$ cat src/rtl/mcdt_formatter_pkg.sv
// Shared types and constants for the MCDT packet formatter.
package mcdt_fmt_pkg;

  localparam int NUM_CH = 3;
  localparam logic [1:0] BAD_ID = 2'd3;

  localparam logic [3:0] LEN_SEL0 = 4'd1;
  localparam logic [3:0] LEN_SEL1 = 4'd2;
  localparam logic [3:0] LEN_SEL2 = 4'd4;
  localparam logic [3:0] LEN_SEL3 = 4'd8;

  typedef enum logic [1:0] {
    ST_IDLE = 2'd0,
    ST_REQ  = 2'd1,
    ST_SEND = 2'd2,
    ST_GAP  = 2'd3
  } fmt_state_e;

  function automatic logic [3:0] decode_len(input logic [1:0] sel);
    logic [3:0] len;
    case (sel)
      2'd0:    len = LEN_SEL0;
      2'd1:    len = LEN_SEL1;
      2'd2:    len = LEN_SEL2;
      default: len = LEN_SEL3;
    endcase
    return len;
  endfunction

endpackage

$ cat src/rtl/mcdt_formatter_if.sv
// Upstream word bus and downstream packet bus of the formatter.
interface mcdt_formatter_if #(parameter int DW = 32);

  logic [DW-1:0] mcdt_data_i;
  logic          mcdt_val_i;
  logic [1:0]    mcdt_id_i;
  logic          fmt_grant_i;
  logic          fmt_req_o;
  logic          fmt_start_o;
  logic          fmt_end_o;
  logic [DW-1:0] fmt_data_o;
  logic [1:0]    fmt_chid_o;
  logic [3:0]    fmt_length_o;

  modport master (
    output mcdt_data_i, mcdt_val_i, mcdt_id_i, fmt_grant_i,
    input  fmt_req_o, fmt_start_o, fmt_end_o, fmt_data_o, fmt_chid_o, fmt_length_o
  );

  modport slave (
    input  mcdt_data_i, mcdt_val_i, mcdt_id_i, fmt_grant_i,
    output fmt_req_o, fmt_start_o, fmt_end_o, fmt_data_o, fmt_chid_o, fmt_length_o
  );

endinterface

$ cat src/rtl/mcdt_formatter_fifo.sv
// Per-channel synchronous FIFO; head word is visible combinationally.
// A full FIFO that is read in the same cycle still accepts the write.
module fmt_fifo
  import mcdt_fmt_pkg::*;
#(
  parameter int DEPTH = 8,
  parameter int DW    = 32,
  localparam int AW   = $clog2(DEPTH),
  localparam int CW   = AW + 1
) (
  input  logic          clk_i,
  input  logic          rst_i,
  input  logic          wr_en_i,
  input  logic [DW-1:0] wr_data_i,
  input  logic          rd_en_i,
  output logic [DW-1:0] rd_data_o,
  output logic [CW-1:0] count_o,
  output logic          full_o,
  output logic          empty_o
);

  logic [DW-1:0] mem_q [DEPTH];
  logic [DW-1:0] mem_d [DEPTH];
  logic [AW-1:0] wr_ptr_q, wr_ptr_d, rd_ptr_q, rd_ptr_d;
  logic [CW-1:0] cnt_q, cnt_d;
  logic          wr_ok, rd_ok;

  assign full_o    = (cnt_q == CW'(DEPTH));
  assign empty_o   = (cnt_q == '0);
  assign count_o   = cnt_q;
  assign rd_data_o = mem_q[rd_ptr_q];

  // Accept/retire words and advance pointers and occupancy.
  always_comb begin
    mem_d    = mem_q;
    wr_ptr_d = wr_ptr_q;
    rd_ptr_d = rd_ptr_q;
    rd_ok    = rd_en_i && !empty_o;
    wr_ok    = wr_en_i && (!full_o || rd_ok);
    if (wr_ok) begin
      mem_d[wr_ptr_q] = wr_data_i;
      wr_ptr_d        = wr_ptr_q + AW'(1);
    end
    if (rd_ok) rd_ptr_d = rd_ptr_q + AW'(1);
    cnt_d = cnt_q + CW'(wr_ok) - CW'(rd_ok);
  end

  // Pointer and count registers.
  always_ff @(posedge clk_i) begin
    if (rst_i) begin
      wr_ptr_q <= '0;
      rd_ptr_q <= '0;
      cnt_q    <= '0;
    end else begin
      wr_ptr_q <= wr_ptr_d;
      rd_ptr_q <= rd_ptr_d;
      cnt_q    <= cnt_d;
    end
  end

  // Storage needs no reset: only slots below the count are ever read out.
  always_ff @(posedge clk_i) begin
    mem_q <= mem_d;
  end

endmodule

$ cat src/rtl/mcdt_formatter.sv
// Collects words from three channels and emits fixed-length packets,
// choosing among ready channels round-robin.
//
// state | meaning
// IDLE  | wait until some channel holds L words, pick channel, latch L
// REQ   | fmt_req_o high until grant is sampled
// SEND  | one word per cycle for L cycles, start/end marked
// GAP   | one dead cycle before the next decision
module mcdt_formatter
  import mcdt_fmt_pkg::*;
#(
  parameter int DEPTH = 8,
  parameter int DW    = 32,
  localparam int CW   = $clog2(DEPTH) + 1
) (
  input  logic        clk_i,
  input  logic        rst_i,
  input  logic [1:0]  fmt_len_i,
  output logic [2:0]  fmt_ovf_o,
  output logic        fmt_iderr_o,
  mcdt_formatter_if.slave bus
);

  fmt_state_e        state_q, state_d;
  logic [1:0]        chid_q, chid_d, rr_q, rr_d, pick;
  logic [3:0]        len_q, len_d, sent_q, sent_d, len_sel;
  logic [2:0]        ovf_q, ovf_d;
  logic              iderr_q, iderr_d, found;
  logic [NUM_CH-1:0] wr_en, rd_en, full, empty, elig, ovf;
  logic [DW-1:0]     head [NUM_CH];
  logic [CW-1:0]     ch_cnt [NUM_CH];
  logic [DW-1:0]     head_sel;

  assign len_sel = decode_len(fmt_len_i);

  for (genvar c = 0; c < NUM_CH; c++) begin : g_ch
    assign wr_en[c] = bus.mcdt_val_i && (bus.mcdt_id_i == 2'(c));
    assign elig[c]  = 8'(ch_cnt[c]) >= 8'(len_sel);
    assign ovf[c]   = wr_en[c] && full[c] && !rd_en[c];

    fmt_fifo #(.DEPTH(DEPTH), .DW(DW)) u_fifo (
      .clk_i     (clk_i),
      .rst_i     (rst_i),
      .wr_en_i   (wr_en[c]),
      .wr_data_i (bus.mcdt_data_i),
      .rd_en_i   (rd_en[c]),
      .rd_data_o (head[c]),
      .count_o   (ch_cnt[c]),
      .full_o    (full[c]),
      .empty_o   (empty[c])
    );
  end

  assign bus.fmt_req_o    = (state_q == ST_REQ);
  assign bus.fmt_chid_o   = chid_q;
  assign bus.fmt_length_o = len_q;
  assign fmt_ovf_o        = ovf_q;
  assign fmt_iderr_o      = iderr_q;

  // Next state, round-robin pick, FIFO reads and packet outputs.
  always_comb begin
    state_d         = state_q;
    chid_d          = chid_q;
    len_d           = len_q;
    sent_d          = sent_q;
    rr_d            = rr_q;
    ovf_d           = ovf_q | ovf;
    iderr_d         = iderr_q | (bus.mcdt_val_i && (bus.mcdt_id_i == BAD_ID));
    rd_en           = '0;
    bus.fmt_start_o = 1'b0;
    bus.fmt_end_o   = 1'b0;
    bus.fmt_data_o  = '0;
    pick            = rr_q;
    found           = 1'b0;
    head_sel        = '0;

    for (int k = 0; k < NUM_CH; k++) begin
      if (!found && elig[(int'(rr_q) + k) % NUM_CH]) begin
        found = 1'b1;
        pick  = 2'((int'(rr_q) + k) % NUM_CH);
      end
    end
    for (int c = 0; c < NUM_CH; c++) begin
      if (chid_q == 2'(c)) head_sel = head[c];
    end

    case (state_q)
      ST_IDLE: begin
        if (found) begin
          chid_d  = pick;
          len_d   = len_sel;
          state_d = ST_REQ;
        end
      end
      ST_REQ: begin
        if (bus.fmt_grant_i) begin
          sent_d  = '0;
          state_d = ST_SEND;
        end
      end
      ST_SEND: begin
        for (int c = 0; c < NUM_CH; c++) begin
          rd_en[c] = (chid_q == 2'(c)) && !empty[c];
        end
        bus.fmt_start_o = (sent_q == 4'd0);
        bus.fmt_end_o   = (sent_q == len_q - 4'd1);
        bus.fmt_data_o  = head_sel;
        sent_d          = sent_q + 4'd1;
        if (bus.fmt_end_o) begin
          state_d = ST_GAP;
          rr_d    = (chid_q == 2'd2) ? 2'd0 : chid_q + 2'd1;
        end
      end
      default: state_d = ST_IDLE;
    endcase
  end

  // Control and sticky flag registers.
  always_ff @(posedge clk_i) begin
    if (rst_i) begin
      state_q <= ST_IDLE;
      chid_q  <= '0;
      len_q   <= '0;
      sent_q  <= '0;
      rr_q    <= '0;
      ovf_q   <= '0;
      iderr_q <= 1'b0;
    end else begin
      state_q <= state_d;
      chid_q  <= chid_d;
      len_q   <= len_d;
      sent_q  <= sent_d;
      rr_q    <= rr_d;
      ovf_q   <= ovf_d;
      iderr_q <= iderr_d;
    end
  end

endmodule

$ cat src/flat_wrapper.sv
// flat-port wrapper written by rule: the top's interface ports become plain ports
module mcdt_formatter_flat import mcdt_fmt_pkg::*;
#(
  parameter int DEPTH = 8,
  parameter int DW    = 32,
  localparam int CW   = $clog2(DEPTH) + 1
)
  (clk_i, rst_i, fmt_len_i, fmt_ovf_o, fmt_iderr_o, bus_mcdt_data_i, bus_mcdt_val_i, bus_mcdt_id_i, bus_fmt_grant_i, bus_fmt_req_o, bus_fmt_start_o, bus_fmt_end_o, bus_fmt_data_o, bus_fmt_chid_o, bus_fmt_length_o);
  mcdt_formatter_if #(.DW(DW)) bus_i ();
  input  logic clk_i;
  input  logic rst_i;
  input  logic [1:0] fmt_len_i;
  output logic [2:0] fmt_ovf_o;
  output logic fmt_iderr_o;
  input wire logic [$bits(bus_i.mcdt_data_i)-1:0] bus_mcdt_data_i;
  input wire logic [$bits(bus_i.mcdt_val_i)-1:0] bus_mcdt_val_i;
  input wire logic [$bits(bus_i.mcdt_id_i)-1:0] bus_mcdt_id_i;
  input wire logic [$bits(bus_i.fmt_grant_i)-1:0] bus_fmt_grant_i;
  output wire logic [$bits(bus_i.fmt_req_o)-1:0] bus_fmt_req_o;
  output wire logic [$bits(bus_i.fmt_start_o)-1:0] bus_fmt_start_o;
  output wire logic [$bits(bus_i.fmt_end_o)-1:0] bus_fmt_end_o;
  output wire logic [$bits(bus_i.fmt_data_o)-1:0] bus_fmt_data_o;
  output wire logic [$bits(bus_i.fmt_chid_o)-1:0] bus_fmt_chid_o;
  output wire logic [$bits(bus_i.fmt_length_o)-1:0] bus_fmt_length_o;
  assign bus_i.mcdt_data_i = bus_mcdt_data_i;
  assign bus_i.mcdt_val_i = bus_mcdt_val_i;
  assign bus_i.mcdt_id_i = bus_mcdt_id_i;
  assign bus_i.fmt_grant_i = bus_fmt_grant_i;
  assign bus_fmt_req_o = bus_i.fmt_req_o;
  assign bus_fmt_start_o = bus_i.fmt_start_o;
  assign bus_fmt_end_o = bus_i.fmt_end_o;
  assign bus_fmt_data_o = bus_i.fmt_data_o;
  assign bus_fmt_chid_o = bus_i.fmt_chid_o;
  assign bus_fmt_length_o = bus_i.fmt_length_o;
  mcdt_formatter #(.DEPTH(DEPTH), .DW(DW)) u_core (.clk_i(clk_i), .rst_i(rst_i), .fmt_len_i(fmt_len_i), .fmt_ovf_o(fmt_ovf_o), .fmt_iderr_o(fmt_iderr_o), .bus(bus_i));
endmodule
$ cat config.mk
export PLATFORM = sky130hd
export DESIGN_NAME = mcdt_formatter_flat
export DESIGN_NICKNAME = d
export VERILOG_FILES = /design/src/rtl/mcdt_formatter_pkg.sv /design/src/rtl/mcdt_formatter_if.sv /design/src/rtl/mcdt_formatter_fifo.sv /design/src/rtl/mcdt_formatter.sv /design/src/flat_wrapper.sv
export SDC_FILE = /design/constraint.sdc
export NUM_CORES = 1
export LEC_CHECK = 0
export BUFFER_PORTS_ARGS = -buffer_cell sky130_fd_sc_hd__clkbuf_2
export CAP_MARGIN = 25
export CORE_AREA = 3 3 309 311
export CTS_CLUSTER_SIZE = 25
export DETAILED_ROUTE_END_ITERATION = 10
export DIE_AREA = 0 0 312 314
export PLACE_DENSITY_LB_ADDON = 0.2
export SLEW_MARGIN = 10
export SYNTH_ARGS = -nofsm -noshare
export SYNTH_HDL_FRONTEND = slang
export SYNTH_SLANG_ARGS = --single-unit
$ cat constraint.sdc
create_clock -name clk_i -period 7.05 [get_ports clk_i]
set_input_delay 1.41 -clock clk_i [delete_from_list [all_inputs] [get_ports clk_i]]
set_output_delay 1.41 -clock clk_i [all_outputs]
set_load 0.02 [all_outputs]
[Word-level counts from Yosys, hierarchy flattened]
Cells that the tools add are included.
Word-level totals
  word-level logic and storage cells: 198
  output and inout port bits: 45
  register bits: 816
Cells by class
  equal/unequal tests: 16
  mux-type cells: 48
  div/mod/pow operators: 3
  $add $sub $neg: 17
  $lt $le $gt $ge: 15
  bitwise gates (word level): 8
  reductions and logical operators: 51
Operators with widths (number)
  256-bit bitwise mux: 3
  32-bit two-way mux: 13
  32-bit binary-select mux with 3-bit select: 3
  32-bit demux with 3-bit select: 3
  32-bit by 4-bit less-than comparator with 1-bit output, second input constant: 3
  32-bit by 3-bit modulo with 32-bit output, second input constant: 2
  3-bit by 3-bit modulo with 32-bit output, second input constant: 1
  4-bit greater-or-equal comparator, second input constant: 6
  1-bit logical AND: 24
  3-bit inverter with 4-bit output: 6
  3-bit by 1-bit adder with 3-bit output, second input constant: 6
  4-bit logical NOT: 4
  2-bit two-way mux: 7
  4-bit by 1-bit adder with 4-bit output: 3
  4-bit == test, second input constant: 3
  4-bit greater-or-equal comparator: 3
  4-bit by 1-bit less-than comparator with 1-bit output, second input constant: 3
  4-bit case mux with 3 select lines: 1
  4-bit by 1-bit subtractor with 4-bit output: 3
  1-bit logical NOT: 11
  1-bit two-way mux: 11
  2-bit == test, second input constant: 5
  2-bit by 1-bit == test with 1-bit output, second input constant: 4
  2-bit logical NOT: 4
  19 further kinds: 26

[Longest topological paths before layout]
  word-level depth: 15
  depth in mapped cells: 14
  mapped depth without buffers: 14

[Cells and area by module]
Synthesis repeated with hierarchy kept, for this count alone.
Unflattened totals
  cells, all modules: 1698
  area, all modules: 33276.9 sq um
By module, submodules not included
  fmt_fifo (u_core.g_ch[0].u_fifo ...): area each 10313.6 sq um, cells each 457, instances 2
  fmt_fifo (u_core.g_ch[2].u_fifo): area each 10324.9 sq um, cells each 457, instances 1
  mcdt_formatter: area each 2324.7 sq um, cells each 327, instances 1

[Worst setup path after synthesis]
Ideal clock, no wire load.
  path type: input-to-reg
  from: input port bus_mcdt_val_i
  to: register u_core.g_ch[2].u_fifo.mem_q[224] in the netlist's numbering, enable pin
  data arrival time: 4922 ps
  cell stages on the path: 5
  setup time: 501 ps
  path slack: 1626 ps
  data required time: 6549 ps
  path buffers: 0
  cells stage by stage: nand2_1 nor2_1 o21a_1 inv_1 nor4_1
On the way
  cells in the longest elaborated chain, start to end: 2
RTL lines
  start, declared: line flat_wrapper.sv:16  | input wire logic [$bits(bus_i.mcdt_val_i)-1:0] bus_mcdt_val_i;
  1-bit logical AND: line mcdt_formatter.sv:37  | assign wr_en[c] = bus.mcdt_val_i && (bus.mcdt_id_i == 2'(c));
  1-bit logical AND: line mcdt_formatter_fifo.sv:39  | wr_ok = wr_en_i && (!full_o || rd_ok);
  end signal, assigned: line mcdt_formatter_fifo.sv:63  | mem_q <= mem_d;
  end, declared: line mcdt_formatter_fifo.sv:22  | logic [DW-1:0] mem_q [DEPTH];
No other way between the ends.
A chain may end at the register's enable or synchronous reset.

[Final worst setup path]
  from: register u_core.g_ch[1].u_fifo.rd_ptr_q[0]
  to: output port bus_fmt_data_o[3]
On the way
  cells in the longest elaborated chain, start to end: 7
RTL lines
  start, declared: line mcdt_formatter_fifo.sv:24  | logic [AW-1:0] wr_ptr_q, wr_ptr_d, rd_ptr_q, rd_ptr_d;
  start signal, assigned: line mcdt_formatter_fifo.sv:56  | rd_ptr_q <= rd_ptr_d;
  3-bit inverter with 4-bit output (implied by the code): line mcdt_formatter_fifo.sv:31  | assign rd_data_o = mem_q[rd_ptr_q];
  32-bit binary-select mux with 3-bit select: line mcdt_formatter_fifo.sv:31
  32-bit two-way mux (implied by the code) (2 in series): line mcdt_formatter_fifo.sv:31
  32-bit two-way mux (2 in series): line mcdt_formatter.sv:84  | if (chid_q == 2'(c)) head_sel = head[c];
  32-bit two-way mux: line mcdt_formatter.sv:87  | case (state_q)
  end, declared: line flat_wrapper.sv:22  | output wire logic [$bits(bus_i.fmt_data_o)-1:0] bus_fmt_data_o;
No other way between the ends. The select of a mux whose other input is x is not followed.

==> impl_metrics.yaml <==
floorplan:
  die_w_um: 312
  core_mm2: 0.0930
  rows: 112
  io_pins: 85
  dieArea_mm2: 0.0980
  die_y_um: 314
  start_util_pct: 34.9
critical_path:
  worstPathRequired_ns: 5.64
  startpoint: "u_core.g_ch[1].u_fifo.rd_ptr_q[0]"
  r2r_start: "u_core.bus.fmt_chid_o[1]"
  cp.arrival_ns: 3.42
  cp-start-kind: "flop"
  critPathMaxFanout: 33
  cp-end-kind: "output pin"
  worstSetupPathType: "flop to output pin"
cells_and_area:
  multi_input_area_mm2: 0.00815
  final_util_pct: 40.4
  drive_above_1_share_pct: 26.8
  area_growth_pct: 15.8
  finalNonFillerCells: 3087
  fillers: 8336
  ff_latch_area_mm2: 0.0241
  layout_common_cells: "768 x edfxtp_1, 192 x mux4_2, 101 x mux2i_1"
  num-nets-final: 1845
  final_common_cell: "edfxtp_1"
synth:
  synth_top_area_cell: "edfxtp_1"
  yosysWarnings: 0
  yosysSeqAreaShare_pct: 73.9
  synth.avg_cell_area_um2: 20.1
  synth_area_leaders: "edfxtp_1 71%, mux4_2 13%, mux2i_1 3.1%, dfxtp_1 3.0%, ha_1 1.8%"
  syn_nets: 1709
  netlist_area_mm2: 0.0325
  synth_edf_count: 768
  synth_ff_type: "edfxtp_1"
  synth_top_area_share_pct: 71.0
  ys_types: 52
  async_reset_ff_share_pct: 0
  syn-instance-count: 1620
  ys_seq_elements: 816
placed_design:
  gp_congestion: 0.756
  dp.cells: 2919
  pre_cts_slack_ns: 2.73
  dp_hpwl_mm: 44.6
  io_buffer_count: 84
cts:
  cts.repair.resized: 0
  cts_tree: "built"
  post_cts_buffers: 0
  clk_pin_slew_ns: 0.06
  clkLatencyLatePin_ns: 0.65
  holdBufCountCts: 0
  numCtsBuffers: 89
  clock-sinks: 816
  cts.htree.levels: 3
  root_buffer: "clkbuf_16"
  cts_max_path_buffers: 3
power:
  ir_worst_vdd_uv: 185
  power_leakage_nw: 11.8
  p_per_area_mw_per_mm2: 297
detailed_routing:
  vias: 16100
  drt-pass1-iter-count: 5
  antenna_left: 0
  wl_per_cell_um: 26.0
  drt-initial-drc-count: 1363
  post-route-drc-count: 0
  viasPerCell: 5.21
  wirelength_mm: 80.1
sta:
  fmax_mhz: 207
  setup_ws_ns: 2.22
  max_slew.worst_pin.slew_ns: 0.847
  hold_viol: 0
  finalCritPeriodShare_pct: 68.5
  finalSetupViolations: 0
  slew_violations: 0
  max-slew-margin-rel_pct: 43.6
  final.setup.tns_ns: 0
  rsz0062_at_grt: "no"
  period_minus_slack_ns: 4.83
  clock_skew_ns: 0.0227
status:
  status: "finished, final reports clean"
grt:
  grt-ovfl-total: 0
  grt_max_degree: 43
  busiest_layer: "met2"
  antenna_found_initial: 1
  grt_pass1_vias: 16800
  use_met2_pct: 26.4
  grt.total_usage_pct: 16.3
  grtUsageMet1_pct: 23.0
  grt_first_pass_wirelength_mm: 117
  grt_use_met3_pct: 2.42
flow_run:
  maxCapViolCount: 0
hold_path:
  min_path_type: "flop to flop"
  hold_path_startpoint: "u_core.fmt_ovf_o[1]"
==> cell type report <==
class	instances	share of cell area, %
Multi-Input combinational cell	680	21.7
Clock inverter	61	1.61
Clock buffer	106	6.09
Antenna cell	1	0.00665
Inverter	41	0.409
Sequential cell	816	63.9
Tap cell	1254	4.17
Timing Repair Buffer	128	2.13
==> power by group <==
part,internal (mW),switching (mW)
sequential,5.37,0.0655
clock,2.67,1.91
combinational,0.391,0.765
total,8.42,2.74
==> logic make-up (layout without fill, tap and decap cells) <==
kind of cell | Yosys count | count (layout) | synth area share (%)
xor gates and xnor gates | 23 | 23 | 0.620
muxes | 293 | 293 | 16.4
DFF | 816 | 816 | 73.9
adders and majority gates | 49 | 49 | 1.96
and+or+nand+nor | 184 | 184 | 2.83
other | 0 | 1 | 0
buffers and inverters | 124 | 336 | 1.53
AOI/OAI and AO/OA | 131 | 131 | 2.72
==> critical path: stages (launching register included) <==
cell	delay [ns]
dfxtp_4	0.88
buf_4	0.64
mux4_2	0.58
mux2i_1	0.20
o21ai_0	0.09
and3_1	0.21
clkbuf_2	0.16
==> final timing paths <==
| path | end | slack, ns | cells past startpoint |
|---|---|---|---|
| worst max-delay path | bus_fmt_data_o[3] | 2.22 | 6 |
| worst min-delay path | u_core.fmt_ovf_o[1] | 0.48 | 2 |
| worst max register to register | u_core.g_ch[2].u_fifo.mem_q[62] | 3.00 | 6 |
| worst min register to register | u_core.fmt_ovf_o[1] | 0.48 | 2 |
==> cells in the mapped netlist (11+ instances only) <==
cell type / instances
a21oi_1: 19
a22oi_1: 34
and3_1: 36
buf_1: 12
buf_2: 26
clkbuf_1: 45
dfxtp_1: 48
edfxtp_1: 768
ha_1: 46
inv_1: 41
mux2i_1: 101
mux4_2: 192
nand2_1: 37
nor2_1: 54
nor3_1: 17
o21ai_0: 49
xnor2_1: 12
xor2_1: 11
==> layer usage <==
layer,up-vias,part of all wire [%]
li1,6907,-
met1,8684,45
met2,382,48
met3,107,4.4
met4,0,2.3
met5,-,0
==> through the flow <==
step	power, mW	area [um2]	hold WS, ns
2_1_floorplan	6.21	32500	0.462
3_3_place_gp	6.68	34700	0.455
3_5_place_dp	6.71	34700	0.471
4_1_cts	11.3	37600	0.485
5_1_grt	11.6	37600	0.519
6_report	11.2	37600	0.479
==> registers in the layout, summed over array words and instances (netlist names) <==
register / cells
u_core.g_ch.u_fifo.mem_q: 768
u_core.g_ch.u_fifo.count_o: 12
u_core.g_ch.u_fifo.rd_ptr_q: 9
u_core.g_ch.u_fifo.wr_ptr_q: 9
u_core.bus.fmt_length_o: 4
u_core.sent_q: 4
u_core.fmt_ovf_o: 3
u_core.bus.fmt_chid_o: 2
u_core.rr_q: 2
u_core.state_q: 2
u_core.fmt_iderr_o: 1
No activity file was read; power rests on OpenSTA's default activity.
